## src/rtl/keypad_pkg.sv

```systemverilog
// Shared constants and decode helpers for the keypad / display block.
// Key codes, blank nibble, segment and one-hot decoders.
package keypad_pkg;

  localparam logic [3:0] KEY_BS  = 4'd10;
  localparam logic [3:0] KEY_CLR = 4'd11;
  localparam logic [3:0] BLANK   = 4'hF;

  typedef enum logic {
    DB_DISARMED,
    DB_ARMED
  } db_state_e;

  // Active-high {g,f,e,d,c,b,a}; anything not 0-9 is dark.
  function automatic logic [6:0] seg7(input logic [3:0] d);
    logic [6:0] s;
    case (d)
      4'd0:    s = 7'h3F;
      4'd1:    s = 7'h06;
      4'd2:    s = 7'h5B;
      4'd3:    s = 7'h4F;
      4'd4:    s = 7'h66;
      4'd5:    s = 7'h6D;
      4'd6:    s = 7'h7D;
      4'd7:    s = 7'h07;
      4'd8:    s = 7'h7F;
      4'd9:    s = 7'h6F;
      default: s = 7'h00;
    endcase
    return s;
  endfunction

  function automatic logic [3:0] onehot_code(input logic [11:0] v);
    logic [3:0] c;
    c = '0;
    for (int k = 0; k < 12; k++) begin
      if (v[k]) c = 4'(k);
    end
    return c;
  endfunction

  function automatic logic is_onehot(input logic [11:0] v);
    return (v != 12'd0) && ((v & (v - 12'd1)) == 12'd0);
  endfunction

endpackage

```

## src/rtl/keypad_debounce.sv

```systemverilog
// Two-flop synchroniser plus one-hot debounce with release re-arm.
// Emits a single-cycle key_valid and holds the accepted code.
module keypad_debounce
  import keypad_pkg::*;
#(
  parameter logic [15:0] DEBOUNCE_CYC = 16'd50000
) (
  input  logic        clk,
  input  logic        rst_n,
  input  logic [11:0] keys,
  output logic        key_valid,
  output logic [3:0]  key_code
);

  logic [11:0] sync1;
  logic [11:0] sync2;
  db_state_e   state_q;
  db_state_e   state_d;
  logic [15:0] cnt_q;
  logic [15:0] cnt_d;
  logic [3:0]  cand_q;
  logic [3:0]  cand_d;
  logic        valid_q;
  logic        valid_d;
  logic [3:0]  code_q;
  logic [3:0]  code_d;
  logic        single;
  logic        idle;
  logic        last;
  logic [3:0]  code_now;

  // Synchroniser keeps sampling through reset so a held key is
  // already visible (and blocks arming) when reset lifts.
  always_ff @(posedge clk) begin
    sync1 <= keys;
    sync2 <= sync1;
  end

  assign single   = is_onehot(sync2);
  assign idle     = (sync2 == 12'd0);
  assign last     = (cnt_q == DEBOUNCE_CYC - 16'd1);
  assign code_now = onehot_code(sync2);

  always_ff @(posedge clk) begin
    if (!rst_n) begin
      state_q <= DB_DISARMED;
      cnt_q   <= '0;
      cand_q  <= '0;
      valid_q <= 1'b0;
      code_q  <= '0;
    end else begin
      state_q <= state_d;
      cnt_q   <= cnt_d;
      cand_q  <= cand_d;
      valid_q <= valid_d;
      code_q  <= code_d;
    end
  end

  always_comb begin
    state_d = state_q;
    cnt_d   = cnt_q;
    cand_d  = cand_q;
    valid_d = 1'b0;
    code_d  = code_q;
    unique case (state_q)
      DB_DISARMED: begin
        if (idle) begin
          if (last) begin
            state_d = DB_ARMED;
            cnt_d   = '0;
          end else begin
            cnt_d = cnt_q + 16'd1;
          end
        end else begin
          cnt_d = '0;
        end
      end
      DB_ARMED: begin
        if (single) begin
          if (cnt_q != 16'd0 && code_now == cand_q) begin
            if (last) begin
              valid_d = 1'b1;
              code_d  = code_now;
              state_d = DB_DISARMED;
              cnt_d   = '0;
            end else begin
              cnt_d = cnt_q + 16'd1;
            end
          end else begin
            cand_d = code_now;
            cnt_d  = 16'd1;
          end
        end else begin
          cnt_d = '0;
        end
      end
      default: begin
        state_d = DB_DISARMED;
        cnt_d   = '0;
      end
    endcase
  end

  assign key_valid = valid_q;
  assign key_code  = code_q;

endmodule

```

## src/rtl/keypad_display_multi.sv

```systemverilog
// N-digit keypad entry buffer with multiplexed 7-segment scan.
// Digit 0 is the rightmost; new digits enter from the right.
module keypad_display_multi
  import keypad_pkg::*;
#(
  parameter int          N_DIGITS       = 8,
  parameter logic [15:0] DEBOUNCE_CYC   = 16'd50000,
  parameter logic [15:0] SCAN_DIV       = 16'd10000,
  parameter int          ENTRY_MODE     = 0,
  parameter int          COM_ACTIVE_LOW = 1,
  parameter int          SEG_ACTIVE_LOW = 0
) (
  input  logic                            iCLK,
  input  logic                            nRST,
  input  logic [11:0]                     iKeypad,
  output logic [N_DIGITS-1:0]             oS_COM,
  output logic [7:0]                      oS_ENS,
  output logic                            oKeyValid,
  output logic [3:0]                      oKeyCode,
  output logic [$clog2(N_DIGITS+1)-1:0]   oCount,
  output logic                            oOverflow
);

  localparam int CW = $clog2(N_DIGITS + 1);
  localparam int IW = $clog2(N_DIGITS);
  localparam logic [CW-1:0] FULL = CW'(N_DIGITS);
  localparam logic [IW-1:0] LAST = IW'(N_DIGITS - 1);
  localparam logic [N_DIGITS-1:0] COM_OFF =
    (COM_ACTIVE_LOW != 0) ? '1 : '0;
  localparam logic [7:0] SEG_OFF =
    (SEG_ACTIVE_LOW != 0) ? 8'hFF : 8'h00;

  logic                key_valid;
  logic [3:0]          key_code;
  logic [3:0]          dig_q [N_DIGITS];
  logic [3:0]          dig_d [N_DIGITS];
  logic [CW-1:0]       count_q;
  logic [CW-1:0]       count_d;
  logic                ovf_q;
  logic                ovf_d;
  logic                is_digit;
  logic                full;
  logic [IW-1:0]       idx_q;
  logic [15:0]         div_q;
  logic [N_DIGITS-1:0] sel;
  logic [7:0]          seg;
  logic [N_DIGITS-1:0] com_q;
  logic [7:0]          ens_q;

  keypad_debounce #(
    .DEBOUNCE_CYC (DEBOUNCE_CYC)
  ) u_debounce (
    .clk       (iCLK),
    .rst_n     (nRST),
    .keys      (iKeypad),
    .key_valid (key_valid),
    .key_code  (key_code)
  );

  assign is_digit = (key_code <= 4'd9);
  assign full     = (count_q == FULL);

  always_comb begin
    dig_d   = dig_q;
    count_d = count_q;
    ovf_d   = 1'b0;
    unique case (1'b1)
      key_valid && is_digit && (!full || ENTRY_MODE != 0): begin
        for (int i = N_DIGITS - 1; i > 0; i--) dig_d[i] = dig_q[i-1];
        dig_d[0] = key_code;
        count_d  = full ? count_q : count_q + 1'b1;
      end
      key_valid && is_digit && full && ENTRY_MODE == 0: begin
        ovf_d = 1'b1;
      end
      key_valid && key_code == KEY_BS && count_q != '0: begin
        for (int i = 0; i < N_DIGITS - 1; i++) dig_d[i] = dig_q[i+1];
        dig_d[N_DIGITS-1] = BLANK;
        count_d = count_q - 1'b1;
      end
      key_valid && key_code == KEY_CLR: begin
        for (int i = 0; i < N_DIGITS; i++) dig_d[i] = BLANK;
        count_d = '0;
      end
      default: ;
    endcase
  end

  // Select and segments come from the same registered index, so the
  // scan reads the buffer as it was before any same-cycle update.
  always_comb begin
    sel = {{(N_DIGITS-1){1'b0}}, 1'b1} << idx_q;
    seg = {1'b0, seg7(dig_q[idx_q])};
  end

  always_ff @(posedge iCLK) begin
    if (!nRST) begin
      for (int i = 0; i < N_DIGITS; i++) dig_q[i] <= BLANK;
      count_q <= '0;
      ovf_q   <= 1'b0;
      idx_q   <= '0;
      div_q   <= '0;
      com_q   <= COM_OFF;
      ens_q   <= SEG_OFF;
    end else begin
      dig_q   <= dig_d;
      count_q <= count_d;
      ovf_q   <= ovf_d;
      if (div_q == SCAN_DIV - 16'd1) begin
        div_q <= '0;
        idx_q <= (idx_q == LAST) ? '0 : idx_q + 1'b1;
      end else begin
        div_q <= div_q + 16'd1;
      end
      com_q <= (COM_ACTIVE_LOW != 0) ? ~sel : sel;
      ens_q <= (SEG_ACTIVE_LOW != 0) ? ~seg : seg;
    end
  end

  assign oS_COM    = com_q;
  assign oS_ENS    = ens_q;
  assign oKeyValid = key_valid;
  assign oKeyCode  = key_code;
  assign oCount    = count_q;
  assign oOverflow = ovf_q;

endmodule
```

## config.mk

```make
export PLATFORM = sky130hd
export DESIGN_NAME = keypad_display_multi
export DESIGN_NICKNAME = d
export VERILOG_FILES = /design/src/rtl/keypad_pkg.sv /design/src/rtl/keypad_debounce.sv /design/src/rtl/keypad_display_multi.sv
export SDC_FILE = /design/constraint.sdc
export NUM_CORES = 1
export LEC_CHECK = 0
export BUFFER_PORTS_ARGS = -buffer_cell sky130_fd_sc_hd__buf_2
export CAP_MARGIN = 10
export CORE_MARGIN = 4
export CORE_UTILIZATION = 54
export CTS_CLUSTER_DIAMETER = 200
export CTS_CLUSTER_SIZE = 16
export DETAILED_ROUTE_END_ITERATION = 10
export PLACE_DENSITY = 0.76
export REMOVE_ABC_BUFFERS = 1
export SYNTH_ARGS = -nofsm -noshare
export SYNTH_HDL_FRONTEND = slang
export SYNTH_SLANG_ARGS = --single-unit
```

## constraint.sdc

```tcl
create_clock -name iCLK -period 2.6 [get_ports iCLK]
set_clock_uncertainty 0.2 [all_clocks]
set_input_delay 0.39 -clock iCLK [delete_from_list [all_inputs] [get_ports iCLK]]
set_output_delay 0.39 -clock iCLK [all_outputs]
set_load 0.05 [all_outputs]
```

==> summary.md <==
| Metric | Value |
|---|---|
| Count leader, synth | `dfxtp_1` |
| Crit-path cells | `or4_4 -> nor4_1 -> nor3_1 -> or4_4 -> nor3_4 -> mux2i_1` |
| Final worst-path cycle share | `105%` |
| Critical Path Slowest Stage Cell | `or4_4` |
| EDFF count, synth | `0` |
| Initial antenna violation count | `0` |
| Largest family of logic cells by synthesized area | `simple AND/OR/NAND/NOR gates` |
| Number of synthesized register bits | `121` |
| WHS Endpoint | `dig_q[6]` |
| Delay-heaviest family, CP | `simple AND/OR/NAND/NOR gates` |
| Post-synthesis simple-gate area fraction | `19.4%` |
| IO Port Bufs | `38` |
| DR iter-0 viols | `288` |
| Most frequent CP cell | `or4_4` |
| Arr. time, crit path | `2950 ps` |
| Die area | `11600 µm²` |
| CTS tree | `built` |
| Post-synthesis cell type count | `55` |
| Final RePlAce weighted congestion | `0.965` |
| Largest net degree at the start of global routing | `36` |
| Cell taking the most area after synthesis | `dfxtp_1` |
| Synth area leaders | `dfxtp_1 45%, o21ai_0 5.9%, ha_1 4.0%, nand2_1 3.6%, mux2i_1 3.5%` |
| Synth Flop Type | `dfxtp_1` |
| Critical Path Source Type | `register` |
| WP buf/inv | `0` |
| Drt total wl | `12.0 mm` |
| Hold Vio Cnt, Final | `0` |
| Post-CTS Setup Bufs | `0` |
| Clock buffer count from CTS | `17` |
| Mux contribution to synthesized area | `6.89%` |
| Core Region | `9730 µm²` |
| Leakage | `2.87 nW` |
| Status | `finished with violations` |
| Worst-path fanout max | `5` |
| H-tree Lvls | `4` |
| Io pins | `40` |
| Gate Count Post-Synth | `597` |
| FF-to-FF End | `u_debounce.key_code[3]` |
| Max-slew violation count | `0` |
| Register area share after synthesis | `45.1%` |
| Worst vdd ir | `0.000562 V` |
| Synth warnings | `0` |
| RSZ-0062 raised after global routing | `yes` |
| Worst setup EP type | `register` |
| Share of cells above drive strength 1 | `20.8%` |
| Post-Synth Adder-Cell Area | `4.52%` |
| Fin crit period | `2720 ps` |
| Post-route cell area | `6760 µm²` |
| Avg Vias per Cell | `5.77` |
| Area grow syn2layout | `25.8%` |
| Final setup margin | `-117 ps` |
| Worst reg2reg setup slack | `-120 ps` |
| Number of global-route vias before repair | `4441` |
| Initial Utilization | `55.2%` |
| Residual DRC | `0` |
| Average size of a mapped cell | `9.00 µm²` |
| CTS Sinks | `121` |
| Post-synth top area share | `45.1%` |
| GRT Overall Usage | `21.6%` |
| Async SR Flop Fraction | `0%` |
| Crit path largest cell delay | `590 ps` |
| Total number of vias | `4752` |
| Clock root cell | `clkbuf_8` |
| Antenna Cells | `0` |
| Failing checks | `setup timing` |
| Worst hold slack | `38.5 ps` |
| Hold Path Depth | `2` |
| Worst-case reg-to-reg path depth | `6` |
| Final setup viols | `14` |
| Die height | `108 µm` |
| Worst path required time | `2840 ps` |
| Worst Hold Launch | `nRST` |
| Slew HR | `48.8%` |
| Post-Synth XOR/XNOR Area | `4.56%` |
| Die width | `108 µm` |
| Fmax | `368 MHz` |
| Max Cap Viol | `0` |
| Clock Path Buffers | `2` |
| Fin nets | `710` |
| Post-detail-place hpwl | `7.86 mm` |
| Synth Area in Compound Gates | `14.4%` |
| DP Area | `5950 µm²` |
| Tightest Pin Transition | `767 ps` |
| Clock latency on the worst-skew pair | `520 ps` |
| FP Rows | `36` |
| PD cells | `648 nW/µm²` |
| Post-route ant nets | `0` |
| Routed wire per std cell | `14.6 µm` |
| Syn Std Cell Area | `5380 µm²` |
| GR Overflow Total | `0` |
| Post-synth top cells | `121 x dfxtp_1, 63 x o21ai_0, 52 x nand2_1` |
| Min-Delay Path Class | `in2reg` |
| Reg clk slew, reported paths | `60 ps` |
| Worst R2R Start | `u_debounce.sync2[7]` |
| WS Path Type | `reg2reg` |
| First-pass GRT wire length | `20.2 mm` |
| Pre-antenna DRT Iters | `5` |
placed cells by master (no fill, tap or decap), drive strengths merged, types with 2 or more instances in the layout:
cell	count
a2111oi	2
a211oi	2
a21o	2
a21oi	18
a22oi	2
and2	3
and3	9
buf	81
bufinv	3
clkbuf	21
clkinv	6
clkinvlp	3
dfxtp	121
dlygate4sd3	12
ha	17
inv	40
mux2i	19
mux4	8
nand2	52
nand2b	3
nand3	28
nand4	6
nor2	30
nor3	29
nor3b	4
nor4	14
nor4b	3
o211ai	25
o21ai	65
o31ai	2
or2	4
or3	8
or4	5
xnor2	13
xor2	15
per-layer routing:
layer | global-route usage [%] | vias to the layer above | routed length [µm]
met5 | 0 | - | 0
met4 | 8.84 | 0 | 217
met3 | 4.80 | 19 | 713
met2 | 37.2 | 160 | 6160
met1 | 26.0 | 2284 | 4940
li1 | - | 2289 | -
metrics by stage:
| stage | setup slack (ps) | util (%) | cells | setup TNS (ps) | total power [mW] |
|---|---|---|---|---|---|
| global route | -127 | 69.5 | 824 | -1490 | 4.51 |
| detailed placement | -36.5 | 61.1 | 780 | -63.5 | 2.04 |
| global placement | 32.4 | 61.1 | 780 | 0 | 2.03 |
| floorplan | -1410 | - | 566 | -40040 | 1.98 |
| finish | -117 | 69.5 | 824 | -410 | 4.38 |
| CTS | 0.0611 | 69.0 | 824 | 0 | 4.42 |
kinds of logic after synthesis:
| group | Yosys count |
|---|---|
| AOI/OAI and AO/OA | 127 |
| xor gates and xnor gates | 28 |
| adders and majority gates | 19 |
| buffers and inverters | 72 |
| DFF | 121 |
| muxes | 27 |
| other | 1 |
| and+or+nand+nor | 202 |
area by class of cell:
type / count / area, µm²
fillers: 713 / 2970
multi-input cells: 404 / 2770
flip-flops and latches: 121 / 2430
repair buffers: 93 / 646
clock buffers: 21 / 459
well taps: 133 / 166
inverters: 41 / 154
clock inverters: 11 / 145
registers in the layout (all words and copies together) (netlist names):
| register | cells |
|---|---|
| dig_q | 32 |
| div_q | 16 |
| idx_q | 3 |
| oCount | 4 |
| oOverflow | 1 |
| oS_COM | 8 |
| oS_ENS | 7 |
| u_debounce.cand_q | 4 |
| u_debounce.cnt_q | 16 |
| u_debounce.key_code | 4 |
| u_debounce.key_valid | 1 |
| u_debounce.state_q | 1 |
| u_debounce.sync1 | 12 |
| u_debounce.sync2 | 12 |
worst max path at each step:
stage	start	slack (ps)	end	cells past startpoint
3_5_place_dp	u_debounce.sync2[3]	-40	u_debounce.key_code[0]	6
2_1_floorplan	oCount[0]	-1410	oCount[3]	10
3_3_place_gp	u_debounce.cnt_q[11]	30	u_debounce.key_code[3]	7
5_1_grt	u_debounce.sync2[7]	-130	u_debounce.key_code[3]	6
6_report	u_debounce.sync2[7]	-120	u_debounce.key_code[3]	6
4_1_cts	u_debounce.sync2[2]	0.06	u_debounce.key_code[3]	6
repair_timing:
action | in CTS | in global routing
endpoints found under the hold margin | 12 | 0
resized for setup | 5 | 11
pin swaps | 4 | 3
setup endpoints to repair | 2 | 25
hold buffers | 12 | 0
power breakdown:
part / total, mW / switching [mW] / leakage (nW) / internal (mW)
registers: 1.89 / 0.0139 / 0.987 / 1.88
logic: 0.126 / 0.0744 / 1.59 / 0.0517
clock network: 2.36 / 0.830 / 0.290 / 1.53
worst reg2reg max path, cell delays in order (launching register included):
cell and delay (ps):
dfxtp_1 310, or4_4 590, nor4_1 360, nor3_1 160, or4_4 570, nor3_4 200, mux2i_1 240
Power figures use the tool's default switching activity.
